[config.mk]
export PLATFORM = sky130hd
export DESIGN_NAME = stream_fifo_reader_flat
export DESIGN_NICKNAME = d
export VERILOG_FILES = /design/src/rtl/stream_fifo_reader_if.sv /design/src/rtl/stream_fifo_reader.sv /design/src/flat_wrapper.sv
export SDC_FILE = /design/constraint.sdc
export NUM_CORES = 1
export LEC_CHECK = 0
export ABC_AREA = 1
export CAP_MARGIN = 20
export CORE_MARGIN = 2
export CORE_UTILIZATION = 49
export CTS_BUF_LIST = sky130_fd_sc_hd__clkbuf_2 sky130_fd_sc_hd__clkbuf_4 sky130_fd_sc_hd__clkbuf_8
export CTS_CLUSTER_DIAMETER = 30
export DETAILED_ROUTE_END_ITERATION = 12
export PLACE_DENSITY = 0.89
export SLEW_MARGIN = 5
export SYNTH_ARGS = -nofsm -noshare
export SYNTH_HDL_FRONTEND = slang
export SYNTH_SLANG_ARGS = --single-unit
[constraint.sdc]
create_clock -name clk_i -period 1.55 [get_ports clk_i]
set_clock_uncertainty 0.1 [all_clocks]
set_input_delay 0.2325 -clock clk_i [delete_from_list [all_inputs] [get_ports clk_i]]
set_output_delay 0.2325 -clock clk_i [all_outputs]
set_load 0.005 [all_outputs]
[src/rtl/stream_fifo_reader_if.sv]
// Signal bundle between a raw fixed-latency FIFO read port and a valid/ready
// stream consumer. The reader drives through 'master'; the environment uses 'slave'.
interface stream_fifo_reader_if #(
   parameter int Width = 8
);
   logic             fifo_empty;
   logic             fifo_rd_en;
   logic [Width-1:0] fifo_rd_data;
   logic             dout_valid;
   logic             dout_ready;
   logic [Width-1:0] dout_data;

   modport master (
      input  fifo_empty, fifo_rd_data, dout_ready,
      output fifo_rd_en, dout_valid, dout_data
   );

   modport slave (
      output fifo_empty, fifo_rd_data, dout_ready,
      input  fifo_rd_en, dout_valid, dout_data
   );
endinterface

[src/rtl/stream_fifo_reader.sv]
// Read-side adapter: issues FIFO reads ahead into a small circular buffer so a
// fixed-latency rd_en/rd_data port becomes a bubble-free valid/ready stream.
module stream_fifo_reader #(
   parameter int Width       = 8,
   parameter int ReadLatency = 1
) (
   input  logic                clk_i,
   input  logic                rst_i,
   stream_fifo_reader_if.master bus
);
   localparam int BufDepth = ReadLatency + 2;
   localparam int CntW     = $clog2(BufDepth + 1);
   localparam int PtrW     = $clog2(BufDepth);
   localparam logic [CntW-1:0] DepthC   = CntW'(BufDepth);
   localparam logic [PtrW-1:0] LastPtrC = PtrW'(BufDepth - 1);

   logic [ReadLatency-1:0] vld_pipe_q, vld_pipe_d;
   logic [CntW-1:0]        outst_q, outst_d;
   logic [CntW-1:0]        bufd_q, bufd_d;
   logic [PtrW-1:0]        wr_ptr_q, wr_ptr_d;
   logic [PtrW-1:0]        rd_ptr_q, rd_ptr_d;
   logic [Width-1:0]       mem_q [BufDepth];
   logic                   rd_en, arrive, valid, pop;

   function automatic logic [PtrW-1:0] ptr_inc(input logic [PtrW-1:0] p);
      return (p == LastPtrC) ? '0 : p + 1'b1;
   endfunction

   // Every issued read holds a buffer slot until popped, so arrivals never overflow.
   assign rd_en  = ~rst_i & ~bus.fifo_empty & (outst_q < DepthC);
   assign arrive = vld_pipe_q[ReadLatency-1];
   assign valid  = (bufd_q != '0);
   assign pop    = valid & bus.dout_ready;

   always_comb begin
      vld_pipe_d = (vld_pipe_q << 1) | ReadLatency'(rd_en);
      outst_d    = outst_q + CntW'(rd_en) - CntW'(pop);
      bufd_d     = bufd_q + CntW'(arrive) - CntW'(pop);
      wr_ptr_d   = arrive ? ptr_inc(wr_ptr_q) : wr_ptr_q;
      rd_ptr_d   = pop ? ptr_inc(rd_ptr_q) : rd_ptr_q;
   end

   always_ff @(posedge clk_i) begin
      if (rst_i) begin
         vld_pipe_q <= '0;
         outst_q    <= '0;
         bufd_q     <= '0;
         wr_ptr_q   <= '0;
         rd_ptr_q   <= '0;
      end else begin
         vld_pipe_q <= vld_pipe_d;
         outst_q    <= outst_d;
         bufd_q     <= bufd_d;
         wr_ptr_q   <= wr_ptr_d;
         rd_ptr_q   <= rd_ptr_d;
      end
   end

   always_ff @(posedge clk_i) begin
      if (arrive) mem_q[wr_ptr_q] <= bus.fifo_rd_data;
   end

   always_ff @(posedge clk_i) begin
      if (!rst_i) begin
         assert (outst_q <= DepthC);
         assert (bufd_q <= outst_q);
      end
   end

   assign bus.fifo_rd_en = rd_en;
   assign bus.dout_valid = valid;
   assign bus.dout_data  = mem_q[rd_ptr_q];
endmodule
[src/flat_wrapper.sv]
// flat-port wrapper written by rule: the top's interface ports become plain ports
module stream_fifo_reader_flat 
#(
   parameter int Width       = 8,
   parameter int ReadLatency = 1
)
  (clk_i, rst_i, bus_fifo_empty, bus_fifo_rd_data, bus_dout_ready, bus_fifo_rd_en, bus_dout_valid, bus_dout_data);
  stream_fifo_reader_if #(.Width(Width)) bus_i ();
  input  logic clk_i;
  input  logic rst_i;
  input wire logic [$bits(bus_i.fifo_empty)-1:0] bus_fifo_empty;
  input wire logic [$bits(bus_i.fifo_rd_data)-1:0] bus_fifo_rd_data;
  input wire logic [$bits(bus_i.dout_ready)-1:0] bus_dout_ready;
  output wire logic [$bits(bus_i.fifo_rd_en)-1:0] bus_fifo_rd_en;
  output wire logic [$bits(bus_i.dout_valid)-1:0] bus_dout_valid;
  output wire logic [$bits(bus_i.dout_data)-1:0] bus_dout_data;
  assign bus_i.fifo_empty = bus_fifo_empty;
  assign bus_i.fifo_rd_data = bus_fifo_rd_data;
  assign bus_i.dout_ready = bus_dout_ready;
  assign bus_fifo_rd_en = bus_i.fifo_rd_en;
  assign bus_dout_valid = bus_i.dout_valid;
  assign bus_dout_data = bus_i.dout_data;
  stream_fifo_reader #(.Width(Width), .ReadLatency(ReadLatency)) u_core (.clk_i(clk_i), .rst_i(rst_i), .bus(bus_i));
endmodule
==> metrics.yaml, run 1 <==
status: "finished, violations left"
violations: "setup timing"
die_width_um: 56.7
p_leak_nw: 0.780
r2r_start: "u_core.bufd_q[0]$_SDFF_PP0_"
overflow: 0
routabilityCongestion: 0.767
cp-end-kind: "output pin"
grt_antenna_before_repair: 0
fin_setup_tns_ns: -0.210
worstRegToRegCells: 9
syn-instance-count: 124
vias: 1014
reg2reg_to: "u_core.outst_q[1]$_SDFF_PP0_"
postCtsHoldBufs: 0
p_int_w: 0.00158
grt_max_degree: 12
n_antenna_cell: 0
final-instance-count-excl-fill: 197
cpMaxStageDelayCell: "dfxtp_4"
yosysSeqAreaShare_pct: 69.2
fillCellCount: 200
combinationalPowerShare_pct: 28.1
crit_path_max_fanout: 3
seqPwrFrac_pct: 50.6
cpMostUsedCell: "buf_6"
routedWlPerCell_um: 14.7
start_util_pct: 50.6
critPathMaxStageDelay_ns: 0.38
drc: 0
clock-sinks: 35
fin_ws_ns: -0.0484
max-vdd-ir-drop_uv: 939
ios: 22
drt_iter0_drc: 49
rsz0062_at_grt: "yes"
fin_area_sq_um: 1870
worst_pin_slew_ns: 0.349
pre_cts_ws_ns: -0.356
synth_edf_count: 24
final-hold-violation-count: 0
crit_chain: "buf_6 -> buf_6 -> a21oi_2 -> a21oi_1 -> buf_2"
hpwlAfterDp_mm: 1.98
netlist-cell-type-count: 18
cts.htree.levels: 2
start_kind: "flip-flop"
hold_start: "rst_i"
wl_mm: 2.90
clkPwrFrac_pct: 21.2
cap_violations: 0
worst-path-buf-inv: 3
slew_headroom_pct: 76.7
synth_seq_cells: 35
area_growth_pct: 37.6
syn_nets: 138
power_density_nw_per_um2: 1190
ys_dominant_reg_cell: "edfxtp_1"
synth_warnings: 0
grt_pass1_vias: 1069
dr.pass1.iters: 4
ys_async_sr_fraction_pct: 0
drive_above_1_share_pct: 36.7
fin_crit_sh_pct: 103
required_ns: 1.22
crit_type: "flip-flop to output pin"
holdCritPathClass: "primary input to flip-flop"
worstPathArrival_ns: 1.27
slew_violations: 0
std_cell_rows: 19
finalSetupViolCount: 5
p_switching_w: 0.000648
clk_latency_ns: 0.34
avgViaCountPerCell: 5.15
grt_pass1_wl_mm: 4.80
hold_depth: 3
cts_root_buf: "clkbuf_4"
placed_cell_area_sq_um: 1670
r2r_slack_ns: 0.12
cts_buffer_depth: 2
netlist.area_leader.share_pct: 53.0
clk_pin_slew_ns: 0.10
synth_area_leaders: "edfxtp_1 (53%), dfxtp_1 (16%), a21oi_1 (6.6%)"
ant_nets: 0
hold_end: "u_core.bufd_q[0]$_SDFF_PP0_"
cts_tree: "built"
period_needed_ns: 1.60
grtUsageTotal_pct: 20.4
syn_area_sq_um: 1360
fp.dieArea_sq_um: 3210
crit_family: "flip-flops"
place_inst: 184
switching_share_pct: 29.1
nNetsFinal: 179
yosys.area.top_type: "edfxtp_1"
port-buffer-count: 21
coreArea_sq_um: 2690
die_h_um: 56.7
avgSynthCellArea_sq_um: 11.0
timing.fmax_ghz: 0.626
numCtsBuffers: 5
[worst register-to-register path: stages, from the launching register on]
cell     delay [ns]
dfxtp_4        0.36
nor2_4         0.16
nor2_4         0.07
nand2_4        0.06
nand2_2        0.06
ha_4           0.17
xnor2_2        0.19
nand2_2        0.07
nand2_2        0.05
nor2_1         0.04
[power by group through the flow]
| stage | clock network, W | logic, W | registers [W] |
|---|---|---|---|
| 2_1_floorplan | 0 | 0.000265 | 0.00111 |
| 3_3_place_gp | 0 | 0.000509 | 0.00112 |
| 6_report | 0.000474 | 0.000627 | 0.00113 |
| 3_5_place_dp | 0 | 0.000541 | 0.00113 |
| 4_1_cts | 0.000490 | 0.000570 | 0.00113 |
| 5_1_grt | 0.000531 | 0.000698 | 0.00114 |
[state kept, by name (all words and copies together) (netlist names), named ones only]
name,cells
u_core.arrive,1
u_core.bufd_q,2
u_core.mem_q,24
u_core.outst_q,2
u_core.rd_ptr_q,2
u_core.wr_ptr_q,2
[cell usage in the layout, fill, tap and decap left out, types with 3 or more instances in the layout]
cell type        Yosys  final
dfxtp_2              0      3
dfxtp_1             11      5
nor2_1              20     19
dfxtp_4              0      3
a21oi_2              0      9
a21oi_1             18      7
buf_4                0      9
buf_2                2      8
clkdlybuf4s50_1      0      9
inv_1               16     14
o21ai_0              5      4
nand2_1             16     12
nand2_2              1      5
edfxtp_1            24     24
clkbuf_4             0      6
buf_6                0      6
[final cells by class]
cell class | count | area [sq um] | share of cell area (%)
Sequential cell | 35 | 956 | 51.1
Multi-Input combinational cell | 71 | 447 | 23.9
Clock buffer | 6 | 45.0 | 2.41
Timing Repair Buffer | 36 | 309 | 16.5
Clock inverter | 2 | 8.76 | 0.468
Tap cell | 31 | 38.8 | 2.07
Inverter | 16 | 67.6 | 3.61
[layer usage]
metal / share of wire, % / vias up / track usage, %
met2: 54 / 33 / 36.4
li1: - / 493 / -
met1: 39 / 483 / 22.4
met5: 0 / - / 0
met3: 5.3 / 5 / 7.14
met4: 1.7 / 0 / 6.46
[per-stage QoR]
stage / utilization (%) / hold slack [ns] / total power [W]
2_1_floorplan: - / 0.202 / 0.00138
3_3_place_gp: 62.3 / 0.347 / 0.00163
3_5_place_dp: 62.3 / 0.354 / 0.00167
4_1_cts: 67.0 / 0.368 / 0.00219
5_1_grt: 69.7 / 0.159 / 0.00236
6_report: 69.7 / 0.144 / 0.00223
[how the worst max path moves through the flow]
stage | from | to | slack [ns] | depth (start not counted)
global route | flip-flop | bus_dout_data[5] | -0.11 | 5
detailed placement | rst_i | u_core.outst_q[1]$_SDFF_PP0_ | -0.36 | 11
finish | flip-flop | bus_dout_data[7] | -0.05 | 5
global placement | rst_i | u_core.outst_q[1]$_SDFF_PP0_ | -0.26 | 11
CTS | flip-flop | bus_dout_data[3] | -0.06 | 5
floorplan | u_core.arrive$_SDFF_PP0_ | u_core.mem_q[2][0]$_DFFE_PP_ | 0.05 | 2
[cells by family after synthesis]
group	after synthesis	synth area share, %
adder cells (fa/ha/maj)	2	1.84
AND/OR/NAND/NOR	44	14.1
AO/OA/AOI/OAI	23	8.46
buffers and inverters	18	5.15
flip-flops	35	69.2
XOR/XNOR	2	1.29
[synth_stat cells, types with 2 or more instances]
cell type / count
nand3_1: 2
o21ai_0: 5
inv_1: 16
ha_1: 2
nor2_1: 20
nand2_1: 16
buf_2: 2
a21oi_1: 18
edfxtp_1: 24
dfxtp_1: 11
[timing repair]
item	in CTS	in global routing
endpoints found under the setup margin	11	9
cloned	0	0
hold endpoints to repair	0	0
buffers inserted	4	2
pin swaps	8	10
resized for setup	62	19
(Power assumes the default switching activity.)
==> inputs of run 2 (changes only) <==
Settings changed: CORE_UTILIZATION 49 to 55, PLACE_DENSITY 0.89 to 0.94, SKIP_CTS_REPAIR_TIMING set to 1, SLEW_MARGIN 5 to 20.
Clock period 1.55 ns to 2 ns, I/O delays scaled along.
==> run 2 against run 1 <==
Against the previous run: the flow now finishes without violations; hold slack gained 0.24 ns; utilization grew 3.4 points; cell area shrank 5.9%; largest power group unchanged.
==> metrics.yaml, run 2 (synthesis gave the netlist of run 1 again) <==
status: "finished clean"
die_width_um: 53.7
final-hold-violation-count: 0
fillCellCount: 176
critPathMaxStageDelay_ns: 0.44
clkPwrFrac_pct: 29.3
crit_family: "buffers and inverters"
worstRegToRegCells: 9
crit_chain: "buf_4 -> a21oi_1 -> a21oi_1 -> clkdlybuf4s50_1"
cts.htree.levels: 2
crit_path_max_fanout: 4
coreArea_sq_um: 2410
cap_violations: 0
grt_max_degree: 12
wl_mm: 2.69
layout_commonest_cell: "edfxtp_1"
drive_above_1_share_pct: 15.3
slew_violations: 0
top_register: "u_core.mem_q"
cts_root_buf: "clkbuf_4"
seqPwrFrac_pct: 48.9
cts_buffer_depth: 2
cp.depth: 4
p_int_w: 0.00132
fin_crit_sh_pct: 97.2
power_density_nw_per_um2: 1010
routedWlPerCell_um: 14.4
crit_type: "flip-flop to output pin"
placed_cell_area_sq_um: 1610
worstPathArrival_ns: 1.54
cpMostUsedCell: "a21oi_1"
overflow: 0
cpMaxStageDelayCell: "clkdlybuf4s50_1"
cts_tree: "built"
grt_pass1_wl_mm: 3.95
cp-end-kind: "output pin"
clock-sinks: 35
grt_antenna_before_repair: 0
port-buffer-count: 21
grt_pass1_vias: 931
largest_reg_flops: 24
holdCritPathClass: "flip-flop to flip-flop"
hold_depth: 2
timing.fmax_ghz: 0.514
avgViaCountPerCell: 5.17
drc: 0
combinationalPowerShare_pct: 21.8
worst-path-buf-inv: 2
area_growth_pct: 29.4
clk_pin_slew_ns: 0.10
start_util_pct: 56.4
die_h_um: 53.7
mostFrequentLayoutCells: "edfxtp_1 (24), nor2_1 (19), a21oi_1 (18)"
slew_headroom_pct: 76.2
finalSetupViolCount: 0
nNetsFinal: 170
max-vdd-ir-drop_uv: 864
ant_nets: 0
routabilityCongestion: 0.699
grtUsageTotal_pct: 20.8
required_ns: 1.60
clk_latency_ns: 0.35
numCtsBuffers: 5
fin_util_pct: 73.1
hpwlAfterDp_mm: 1.85
fin_area_sq_um: 1760
vias: 967
std_cell_rows: 18
fp.dieArea_sq_um: 2890
ios: 22
start_kind: "flip-flop"
switching_share_pct: 25.8
p_leak_nw: 0.755
dr.pass1.iters: 5
drt_iter0_drc: 36
worst_pin_slew_ns: 0.356
p_switching_w: 0.000460
n_antenna_cell: 0
period_needed_ns: 1.94
-- run 2: stage by stage --
stage	std cells	setup TNS (ns)	hold WS (ns)	setup WS (ns)	power [W]
2_1_floorplan	124	0	0.269	0.501	0.00107
3_3_place_gp	175	0	0.347	0.117	0.00122
3_5_place_dp	175	0	0.363	0.0147	0.00125
4_1_cts	183	-1.62	0.378	-0.248	0.00177
5_1_grt	187	-0.00105	0.418	-0.00105	0.00187
6_report	187	0	0.379	0.0557	0.00178
-- run 2: power groups by stage --
stage	Combinational (W)	Clock [W]	Sequential [W]
floorplan	0.000206	0	0.000860
global placement	0.000338	0	0.000881
detailed placement	0.000367	0	0.000885
CTS	0.000369	0.000531	0.000869
global route	0.000432	0.000566	0.000875
finish	0.000388	0.000522	0.000870
-- run 2: final timing paths --
| path | startpoint | end | slack (ns) |
|---|---|---|---|
| max | flip-flop | bus_dout_data[3] | 0.06 |
| min | u_core.wr_ptr_q[1]$_SDFFE_PP0P_ | u_core.wr_ptr_q[1]$_SDFFE_PP0P_ | 0.38 |
| max reg2reg | u_core.bufd_q[0]$_SDFF_PP0_ | u_core.outst_q[1]$_SDFF_PP0_ | 0.40 |
| min reg2reg | u_core.wr_ptr_q[1]$_SDFFE_PP0P_ | u_core.wr_ptr_q[1]$_SDFFE_PP0P_ | 0.38 |
-- run 2: cell type report --
type | count | area [sq um] | share of cell area (%)
Sequential cell | 35 | 948 | 53.9
Tap cell | 30 | 37.5 | 2.13
Inverter | 16 | 66.3 | 3.77
Clock inverter | 2 | 35.0 | 1.99
Clock buffer | 6 | 51.3 | 2.91
Multi-Input combinational cell | 71 | 354 | 20.1
Timing Repair Buffer | 27 | 268 | 15.2
-- run 2: metal layers --
metal	up-vias	wire length [um]	part of all wire [%]	track usage, %
li1	474	-	-	-
met1	447	930	35	18.0
met2	40	1500	56	39.4
met3	6	216	8.0	9.17
met4	0	47	1.7	9.83
met5	-	0	0	0
-- run 2: tightest hold or removal path, delay by kind of cell (launching register included) --
family          cells  cell delay [ns]
compound gates      1             0.06
flops               1             0.33
simple gates        1             0.06
==> inputs of run 3 (changes only) <==
Settings changed: CORE_MARGIN 2 to unset, GPL_TIMING_DRIVEN set to 0.
==> run 3 against run 2 <==
Against the previous run: global-route usage fell by 0.66 points; critical endpoint is now bus_dout_data[5]; total power decreased by 3.9%; non-clock buffer count is 4 higher; largest cell class unchanged; largest power group unchanged.
==> metrics.yaml, run 3 (synthesis gave the netlist of run 1 again) <==
port-buffer-count: 21
coreArea_sq_um: 2280
slew_violations: 0
n_antenna_cell: 0
fin_crit_sh_pct: 96.8
routabilityCongestion: 0.713
finalSetupViolCount: 0
slew_headroom_pct: 62.8
mostFrequentLayoutCells: "edfxtp_1 (24), nor2_1 (20), a21oi_1 (18)"
start_kind: "flip-flop"
die_width_um: 51.7
grt_pass1_vias: 925
cpMostUsedCell: "buf_4"
p_leak_nw: 0.790
grt_max_degree: 11
hold_depth: 2
cap_violations: 0
timing.fmax_ghz: 0.516
wl_mm: 2.65
grt_antenna_before_repair: 0
routedWlPerCell_um: 14.0
overflow: 0
worst_pin_slew_ns: 0.554
drt_iter0_drc: 25
largest_reg_flops: 24
power_density_nw_per_um2: 963
ant_nets: 0
ios: 22
crit_type: "flip-flop to output pin"
avgViaCountPerCell: 5.28
clk_pin_slew_ns: 0.10
grtUsageTotal_pct: 20.1
drive_above_1_share_pct: 16.1
cts_tree: "built"
required_ns: 1.60
layout_commonest_cell: "edfxtp_1"
dr.pass1.iters: 4
cts_buffer_depth: 2
cpMaxStageDelayCell: "dfxtp_1"
drc: 0
cp-end-kind: "output pin"
clk_latency_ns: 0.33
fin_setup_tns_ns: 0
area_growth_pct: 30.6
top_register: "u_core.mem_q"
vias: 997
final-hold-violation-count: 0
period_needed_ns: 1.94
std_cell_rows: 17
cts_root_buf: "clkbuf_4"
fillCellCount: 146
crit_path_max_fanout: 9
critPathMaxStageDelay_ns: 0.32
max-vdd-ir-drop_uv: 726
crit_chain: "buf_4 -> clkinvlp_4 -> buf_4 -> buf_4 -> nor2_1 -> a21oi_1 -> dlymetal6s2s_1"
worstPathArrival_ns: 1.54
grt_pass1_wl_mm: 3.62
worstRegToRegCells: 3
whs_ns: 0.175
die_h_um: 51.7
clock-sinks: 35
hpwlAfterDp_mm: 1.77
pre_cts_ws_ns: -0.109
fin_ws_ns: 0.0631
status: "finished clean"
cts.htree.levels: 2
holdCritPathClass: "primary input to flip-flop"
finalPower_w: 0.00171
start_util_pct: 59.8
fp.dieArea_sq_um: 2680
numCtsBuffers: 5
nNetsFinal: 174
-- run 3: changes by cell type in the layout (fill, tap and decap cells not counted), sizes merged --
cell           previous run  this run
clkbuf                    7         8
clkinvlp                  1         2
buf                       5        10
clkdlybuf4s50            15        12
inv                      15        14
dlymetal6s2s              6         9
bufinv                    1         0
clkinv                    1         0
-- run 3: metrics by stage --
stage               area (sq um)  cells  util (%)
floorplan                   1360    124         -
global placement            1610    173      70.5
detailed placement          1610    174      70.8
CTS                         1680    182      73.9
global route                1780    189      78.1
finish                      1780    189      78.1
-- run 3: critical path, delay by kind of cell, from the launching register on --
family / cells / cell delay, ns
AND/OR/NAND/NOR: 1 / 0.09
buffers and inverters: 5 / 0.76
AO/OA/AOI/OAI: 1 / 0.05
flip-flops: 1 / 0.32
-- run 3: layout make-up --
cell class	instances	area, sq um	share of cell area, %
Sequential cell	35	945	53.2
Multi-Input combinational cell	71	352	19.8
Timing Repair Buffer	30	298	16.8
Clock buffer	8	72.6	4.08
Inverter	16	67.6	3.80
Tap cell	28	35.0	1.97
Buffer	1	7.51	0.423
-- run 3: worst paths after layout --
path                                        start                         endpoint  slack (ns)
setup / recovery                        flip-flop                 bus_dout_data[5]        0.06
hold reg to reg   u_core.wr_ptr_q[1]$_SDFFE_PP0P_  u_core.wr_ptr_q[1]$_SDFFE_PP0P_        0.38
hold / removal                              rst_i     u_core.outst_q[0]$_SDFF_PP0_        0.17
setup reg to reg         u_core.arrive$_SDFF_PP0_     u_core.mem_q[2][6]$_DFFE_PP_        0.39
-- run 3: metal layers --
| metal | vias up | part of all wire, % | GRT usage (%) |
|---|---|---|---|
| met4 | 0 | 2.6 | 13.1 |
| met1 | 466 | 38 | 18.6 |
| li1 | 484 | - | - |
| met2 | 39 | 53 | 37.9 |
| met3 | 8 | 5.7 | 5.26 |
| met5 | - | 0 | 0 |
-- run 3: power breakdown --
part | switching [W] | total (W) | internal, W
Combinational | 0.000195 | 0.000409 | 0.000214
Clock | 0.000220 | 0.000441 | 0.000220
Sequential | 0.0000354 | 0.000861 | 0.000825
Total | 0.000450 | 0.00171 | 0.00126
